$ cat src/rtl/bus_arb_pkg.sv
// Shared types and constants for the serial-bus arbiter/router.
package bus_arb_pkg;

  typedef enum logic [2:0] {
    ST_IDLE,
    ST_GRANT,
    ST_ADDR,
    ST_CONNECTED,
    ST_RELEASE
  } state_e;

  localparam int ARB_FIXED = 0;
  localparam int ARB_RR    = 1;

  // Index width that stays at least one bit for single-entry vectors.
  function automatic int idx_w(input int n);
    return (n > 1) ? $clog2(n) : 1;
  endfunction

endpackage

$ cat src/rtl/rr_priority_picker.sv
// Combinational one-hot picker: lowest index in fixed mode, or first
// requester after the pointer (wrapping) in round-robin mode.
module rr_priority_picker #(
  parameter int N  = 2,
  parameter int PW = 1
) (
  input  logic [N-1:0]  req,
  input  logic [PW-1:0] ptr,
  input  logic          rr_mode,
  output logic [N-1:0]  gnt,
  output logic          vld
);

  always_comb begin
    logic [PW-1:0] idx;
    gnt = '0;
    vld = 1'b0;
    idx = '0;
    for (int i = 0; i < N; i++) begin
      idx = rr_mode ? PW'((int'(ptr) + 1 + i) % N) : PW'(i);
      if (!vld && req[idx]) begin
        gnt[idx] = 1'b1;
        vld      = 1'b1;
      end
    end
  end

endmodule

$ cat src/rtl/bus_arbiter_nm.sv
// Serial-bus arbiter/router: grants one master, shifts in a slave select,
// then routes the serial handshake; holds one split transaction for resume.
module bus_arbiter_nm
  import bus_arb_pkg::*;
#(
  parameter int NUM_MASTERS  = 2,
  parameter int NUM_SLAVES   = 4,
  parameter int SEL_W        = 2,
  parameter int ARB_MODE     = 0,
  parameter int ADDR_TIMEOUT = 16
) (
  input  logic                   clk,
  input  logic                   rstn,
  input  logic [NUM_MASTERS-1:0] m_breq,
  output logic [NUM_MASTERS-1:0] m_bgrant,
  input  logic [NUM_MASTERS-1:0] m_mode,
  input  logic [NUM_MASTERS-1:0] m_wr_bus,
  input  logic [NUM_MASTERS-1:0] m_master_valid,
  input  logic [NUM_MASTERS-1:0] m_master_ready,
  output logic [NUM_MASTERS-1:0] m_rd_bus,
  output logic [NUM_MASTERS-1:0] m_ack,
  output logic [NUM_MASTERS-1:0] m_slave_ready,
  output logic [NUM_MASTERS-1:0] m_slave_valid,
  output logic [NUM_MASTERS-1:0] m_split,
  output logic [NUM_SLAVES-1:0]  s_mode,
  output logic [NUM_SLAVES-1:0]  s_wr_bus,
  output logic [NUM_SLAVES-1:0]  s_master_valid,
  output logic [NUM_SLAVES-1:0]  s_master_ready,
  input  logic [NUM_SLAVES-1:0]  s_rd_bus,
  input  logic [NUM_SLAVES-1:0]  s_slave_ready,
  input  logic [NUM_SLAVES-1:0]  s_slave_valid,
  input  logic [NUM_SLAVES-1:0]  s_split
);

  localparam int OW  = idx_w(NUM_MASTERS);
  localparam int CW  = $clog2(SEL_W + 1);
  localparam int TW  = $clog2(ADDR_TIMEOUT + 1);
  localparam int NMP = 2 ** OW;
  localparam int NSP = 2 ** SEL_W;

  state_e            state_q, state_d;
  logic [OW-1:0]     owner_q, owner_d;
  logic [OW-1:0]     rr_ptr_q, rr_ptr_d;
  logic [OW-1:0]     split_owner_q, split_owner_d;
  logic [SEL_W-1:0]  sel_q, sel_d;
  logic [SEL_W-1:0]  split_slave_q, split_slave_d;
  logic [CW-1:0]     cnt_q, cnt_d;
  logic [TW-1:0]     to_q, to_d;
  logic              split_pend_q, split_pend_d;

  // Zero-padded copies so owner/sel can index without range issues.
  logic [NMP-1:0] m_breq_p, m_valid_p, m_wr_p, m_mode_p, m_mready_p;
  logic [NSP-1:0] s_split_p, s_rd_p, s_rdy_p, s_vld_p;

  assign m_breq_p   = NMP'(m_breq);
  assign m_valid_p  = NMP'(m_master_valid);
  assign m_wr_p     = NMP'(m_wr_bus);
  assign m_mode_p   = NMP'(m_mode);
  assign m_mready_p = NMP'(m_master_ready);
  assign s_split_p  = NSP'(s_split);
  assign s_rd_p     = NSP'(s_rd_bus);
  assign s_rdy_p    = NSP'(s_slave_ready);
  assign s_vld_p    = NSP'(s_slave_valid);

  logic own_breq, own_valid, own_wr;
  assign own_breq  = m_breq_p[owner_q];
  assign own_valid = m_valid_p[owner_q];
  assign own_wr    = m_wr_p[owner_q];

  logic [NUM_MASTERS-1:0] excl, pick_req, pick_gnt;
  logic                   pick_vld;
  logic [OW-1:0]          win_idx;

  // The parked split owner may not win a fresh arbitration.
  assign excl     = split_pend_q ? (NUM_MASTERS'(1) << split_owner_q) : '0;
  assign pick_req = m_breq & ~excl;

  rr_priority_picker #(
    .N  (NUM_MASTERS),
    .PW (OW)
  ) u_picker (
    .req     (pick_req),
    .ptr     (rr_ptr_q),
    .rr_mode (ARB_MODE == ARB_RR),
    .gnt     (pick_gnt),
    .vld     (pick_vld)
  );

  always_comb begin
    win_idx = '0;
    for (int i = 0; i < NUM_MASTERS; i++) begin
      if (pick_gnt[i]) win_idx = OW'(i);
    end
  end

  always_comb begin
    state_d       = state_q;
    owner_d       = owner_q;
    rr_ptr_d      = rr_ptr_q;
    split_owner_d = split_owner_q;
    split_slave_d = split_slave_q;
    sel_d         = sel_q;
    cnt_d         = cnt_q;
    to_d          = to_q;
    split_pend_d  = split_pend_q;
    case (state_q)
      ST_IDLE: begin
        if (split_pend_q && !s_split_p[split_slave_q]) begin
          owner_d      = split_owner_q;
          sel_d        = split_slave_q;
          split_pend_d = 1'b0;
          state_d      = ST_CONNECTED;
        end else if (pick_vld) begin
          owner_d = win_idx;
          if (ARB_MODE == ARB_RR) rr_ptr_d = win_idx;
          state_d = ST_GRANT;
        end
      end
      ST_GRANT, ST_ADDR: begin
        if (!own_breq) begin
          state_d = ST_RELEASE;
        end else if (!own_valid) begin
          to_d = to_q + TW'(1);
          if (to_d == TW'(ADDR_TIMEOUT)) state_d = ST_RELEASE;
        end else begin
          // Select bits arrive MSB-first; sel and cnt are zero on entry.
          to_d  = '0;
          sel_d = SEL_W'({sel_q, own_wr});
          cnt_d = cnt_q + CW'(1);
          if (cnt_d == CW'(SEL_W)) begin
            state_d = (int'(sel_d) < NUM_SLAVES) ? ST_CONNECTED : ST_RELEASE;
          end else begin
            state_d = ST_ADDR;
          end
        end
      end
      ST_CONNECTED: begin
        if (!own_breq) begin
          state_d = ST_RELEASE;
        end else if (s_split_p[sel_q] && !split_pend_q) begin
          split_owner_d = owner_q;
          split_slave_d = sel_q;
          split_pend_d  = 1'b1;
          state_d       = ST_RELEASE;
        end
      end
      ST_RELEASE: begin
        cnt_d   = '0;
        sel_d   = '0;
        to_d    = '0;
        state_d = ST_IDLE;
      end
      default: state_d = ST_IDLE;
    endcase
  end

  always_ff @(posedge clk or negedge rstn) begin
    if (!rstn) begin
      state_q       <= ST_IDLE;
      owner_q       <= '0;
      rr_ptr_q      <= OW'(NUM_MASTERS - 1);
      split_owner_q <= '0;
      split_slave_q <= '0;
      sel_q         <= '0;
      cnt_q         <= '0;
      to_q          <= '0;
      split_pend_q  <= 1'b0;
    end else begin
      state_q       <= state_d;
      owner_q       <= owner_d;
      rr_ptr_q      <= rr_ptr_d;
      split_owner_q <= split_owner_d;
      split_slave_q <= split_slave_d;
      sel_q         <= sel_d;
      cnt_q         <= cnt_d;
      to_q          <= to_d;
      split_pend_q  <= split_pend_d;
    end
  end

  logic granted, connected;
  assign granted   = (state_q == ST_GRANT) || (state_q == ST_ADDR) || connected;
  assign connected = (state_q == ST_CONNECTED);

  for (genvar i = 0; i < NUM_MASTERS; i++) begin : g_master
    logic own_i;
    assign own_i            = (owner_q == OW'(i));
    assign m_bgrant[i]      = granted && own_i;
    assign m_ack[i]         = connected && own_i;
    assign m_slave_ready[i] = own_i && ((state_q == ST_ADDR) || (connected && s_rdy_p[sel_q]));
    assign m_slave_valid[i] = connected && own_i && s_vld_p[sel_q];
    assign m_rd_bus[i]      = connected && own_i && s_rd_p[sel_q];
    assign m_split[i]       = split_pend_q && s_split_p[split_slave_q] &&
                              (split_owner_q == OW'(i));
  end

  for (genvar j = 0; j < NUM_SLAVES; j++) begin : g_slave
    logic sel_j;
    assign sel_j             = connected && (sel_q == SEL_W'(j));
    assign s_mode[j]         = sel_j && m_mode_p[owner_q];
    assign s_wr_bus[j]       = sel_j && m_wr_p[owner_q];
    assign s_master_valid[j] = sel_j && m_valid_p[owner_q];
    assign s_master_ready[j] = sel_j && m_mready_p[owner_q];
  end

endmodule

$ cat config.mk
export PLATFORM = sky130hd
export DESIGN_NAME = bus_arbiter_nm
export DESIGN_NICKNAME = d
export VERILOG_FILES = /design/src/rtl/bus_arb_pkg.sv /design/src/rtl/rr_priority_picker.sv /design/src/rtl/bus_arbiter_nm.sv
export SDC_FILE = /design/constraint.sdc
export NUM_CORES = 1
export LEC_CHECK = 0
export BUFFER_PORTS_ARGS = -buffer_cell sky130_fd_sc_hd__buf_2
export CORE_UTILIZATION = 50
export CTS_BUF_LIST = sky130_fd_sc_hd__clkbuf_16
export CTS_CLUSTER_DIAMETER = 80
export DETAILED_ROUTE_END_ITERATION = 10
export PLACE_DENSITY = 0.88
export SYNTH_ARGS = -nofsm -noshare
export SYNTH_HDL_FRONTEND = slang
export SYNTH_HIERARCHICAL = 1
export SYNTH_SLANG_ARGS = --single-unit
$ cat constraint.sdc
create_clock -name clk -period 2.1 [get_ports clk]
set_input_delay 0.42 -clock clk [delete_from_list [all_inputs] [get_ports clk]]
set_output_delay 0.42 -clock clk [all_outputs]
set_load 0.1 [all_outputs]
==> impl.org <==
** Outcome
- The run finished, with violations left.
- The checks that failed: setup timing.

** STA
- Final clock skew :: about 3.5 ps
- Across all setup checks in the final design, the least slack found is -121 ps.
- Min Hold Slack :: 83.3 ps
- Number of hold violations in the final report :: 0
- The count of final max-slew check failures is 0.
- Setup repair after global routing could not meet its margin everywhere.
- Of the available clock period, the critical path in the final layout requires 1.06.
- Static timing analysis puts the maximum clock frequency at 450 MHz.
- Setup violations remaining at the end of the flow were counted as 12.
- Worst Max-Slew Pin Slew :: 524 ps
- The routed design could run at a clock period as short as around 2200 ps.
- Headroom to the max-slew limit :: 0.644

** Layout
- Top library cells by usage in the layout, fill and taps aside :: buf_2 (27), buf_12 (26), buf_4 (21)
- For this run, the post-layout net count is 281.
- Number of standard cells in the layout, taps in and fillers out :: 282
- Summing all multi-input logic gate instances after layout gives 1220 um^2.
- Sequential standard cell area :: around 430 um^2
- Most common cell after layout, fill and taps aside :: buf_2
- Share of cells above drive strength 1 :: 0.560
- From synthesis to final layout, the design area changed by 74.4%.
- The filler cells instantiated in the layout total 72.

** Worst setup path
- Nature of the critical path endpoint :: flip-flop
- Worst R2R Setup Slack :: -120 ps
- Crit-path max FO :: 6
- Crit path required time :: 2280 ps
- Class of the most critical setup path :: reg -> reg
- Critical Path Start Type :: flip-flop
- Data arrival, critical path :: 2400 ps

** CTS
- CTS tree :: done
- CTS built an H-tree with a depth of 1.
- Clock-pin slew was measured on the worst setup and hold paths at 50 ps.
- CTS saw 17 sinks.
- Buffers inserted during clock tree synthesis total 3.
- CTS placed an instance of clkbuf_16 at the clock tree root.
- For the worst-skew pair, the clock arrives at the later sink with an insertion delay of approximately 250 ps.
- In this run the deepest clock path goes through 2 buffers.
- Buffers inserted to repair hold after CTS numbered 0.

** Routing
- Across all layers, the routed design uses roughly 2100 vias.
- The first detailed-routing pass took 5 iterations.
- In the routed design, unresolved DRC markers number 0.
- After detailed routing, the average wire length per cell comes to a little under 30 um.
- The detailed router finished its first iteration with between 300 and 400 violations.
- Routed WL :: 8170 um
- Detail-routed via count per cell :: 7.46
- The count of nets left with antenna violations once routing finished came out at 0.

** GRT
- Number of antenna violations at the first check in global routing :: 1
- For this run, the total global-route usage over all layers was measured as 0.431.
- Pin count of the biggest net entering global routing :: 18
- Summed over all layers, the global routing overflow is 0.
- The via count of the first global-routing pass is 1970.
- The first global-routing pass estimated 10400 um of wire.

** Placed design
- In this run, placement finished with an instance count of 270.
- At the end of routability-driven placement, the weighted congestion stood at 0.953.
- Port Buffer Count :: between 50 and 60
- Post-detailed-placement half-perimeter wirelength :: between 4000 and 5000 um

** Floorplanning
- For this design the top-level I/O count stands at 56.
- Initial Utilization :: 0.541
- Core Region :: 2810 um^2
- The die is approximately 57 um wide.
- Floorplan die height :: between 50 and 60 um
- Cell Rows :: 19
- Die outline area :: around 3300 um^2

** Hold path
- Worst hold path type :: in -> async

** Synthesis
- Post-synthesis instance area :: about 1500 um^2
- Ys Warns :: 6
- Synthesized Nets :: 207
- Gate count of the mapped netlist :: 177
- Post-synthesis average cell area :: ~8.6 um^2

** Pwr
- The worst-case IR drop observed on VDD is 0.000873 V.
- PwrDens :: 1300 nW/um^2
- Lkg Pwr :: between 1 and 1.5 nW
- Total chip power :: 3.45 mW

** Flow run
- Number of maximum-capacitance violations :: 0
[area by class of cell]
type / instances / area share
diodes: 1 / 0.000946
clock buffers: 3 / 0.0284
clock inverters: 1 / 0.00142
inverters: 7 / 0.0114
multi-input cells: 145 / 0.460
flip-flops and latches: 17 / 0.163
well taps: 31 / 0.0147
repair buffers: 77 / 0.320
[sequential cells by signal, summed over array words and instances, names as in the netlist]
name / flops
split_slave_q: 2
state_q: 3
sel_q: 2
split_owner_q: 1
to_q: 5
g_master.own_i: 1
split_pend_q: 1
cnt_q: 2
[repair_timing]
item | CTS | global route
setup endpoints to repair | 24 | 26
resized for setup | 29 | 14
pin swaps | 1 | 3
buffers inserted | 2 | 5
[per-stage QoR]
| step | setup TNS (ps) | worst slack [ps] | util | instance area (um^2) |
|---|---|---|---|---|
| after floorplan | -3960 | -275 | - | 1610 |
| after global placement | 0 | 103 | 0.839 | 2350 |
| after detailed placement | 0 | 35.1 | 0.839 | 2350 |
| after CTS | -89.7 | -25.3 | 0.910 | 2550 |
| after global routing | -530 | -93.3 | 0.943 | 2650 |
| final | -403 | -121 | 0.943 | 2650 |
[power by group]
part	internal (mW)	leakage [nW]	switching, mW	total (mW)
combinational	0.898	0.854	1.53	2.42
clock	0.253	0.0423	0.134	0.387
sequential	0.438	0.219	0.196	0.634
[worst max-delay path, cell delays in order (launching register included)]
cell	delay, ps
dfrtp_2	430
mux4_2	570
buf_4	190
buf_4	150
nor2b_4	210
mux2i_1	150
nor3_1	270
a221o_1	190
[per-layer routing]
metal	vias up	wire, um	track usage
met5	-	0	0
met2	275	3500	0.699
li1	790	-	-
met1	950	2580	0.492
met3	90	1330	0.145
met4	0	767	0.261
[path summary, 6_finish.rpt]
check / startpoint / to / cells past startpoint
max: split_slave_q[0]$_DFFE_PN0P_ / state_q[1]$_DFFE_PN0P_ / 7
min: rstn / state_q[1]$_DFFE_PN0P_ / 1
max reg2reg: split_slave_q[0]$_DFFE_PN0P_ / state_q[1]$_DFFE_PN0P_ / 7
min reg2reg: to_q[4]$_DFFE_PN0P_ / to_q[4]$_DFFE_PN0P_ / 2
max in group asynchronous: rstn / g_master[1].own_i$_DFFE_PN0P_ / 1
min in group clk: to_q[4]$_DFFE_PN0P_ / to_q[4]$_DFFE_PN0P_ / 2
(Power assumes the default switching activity.)
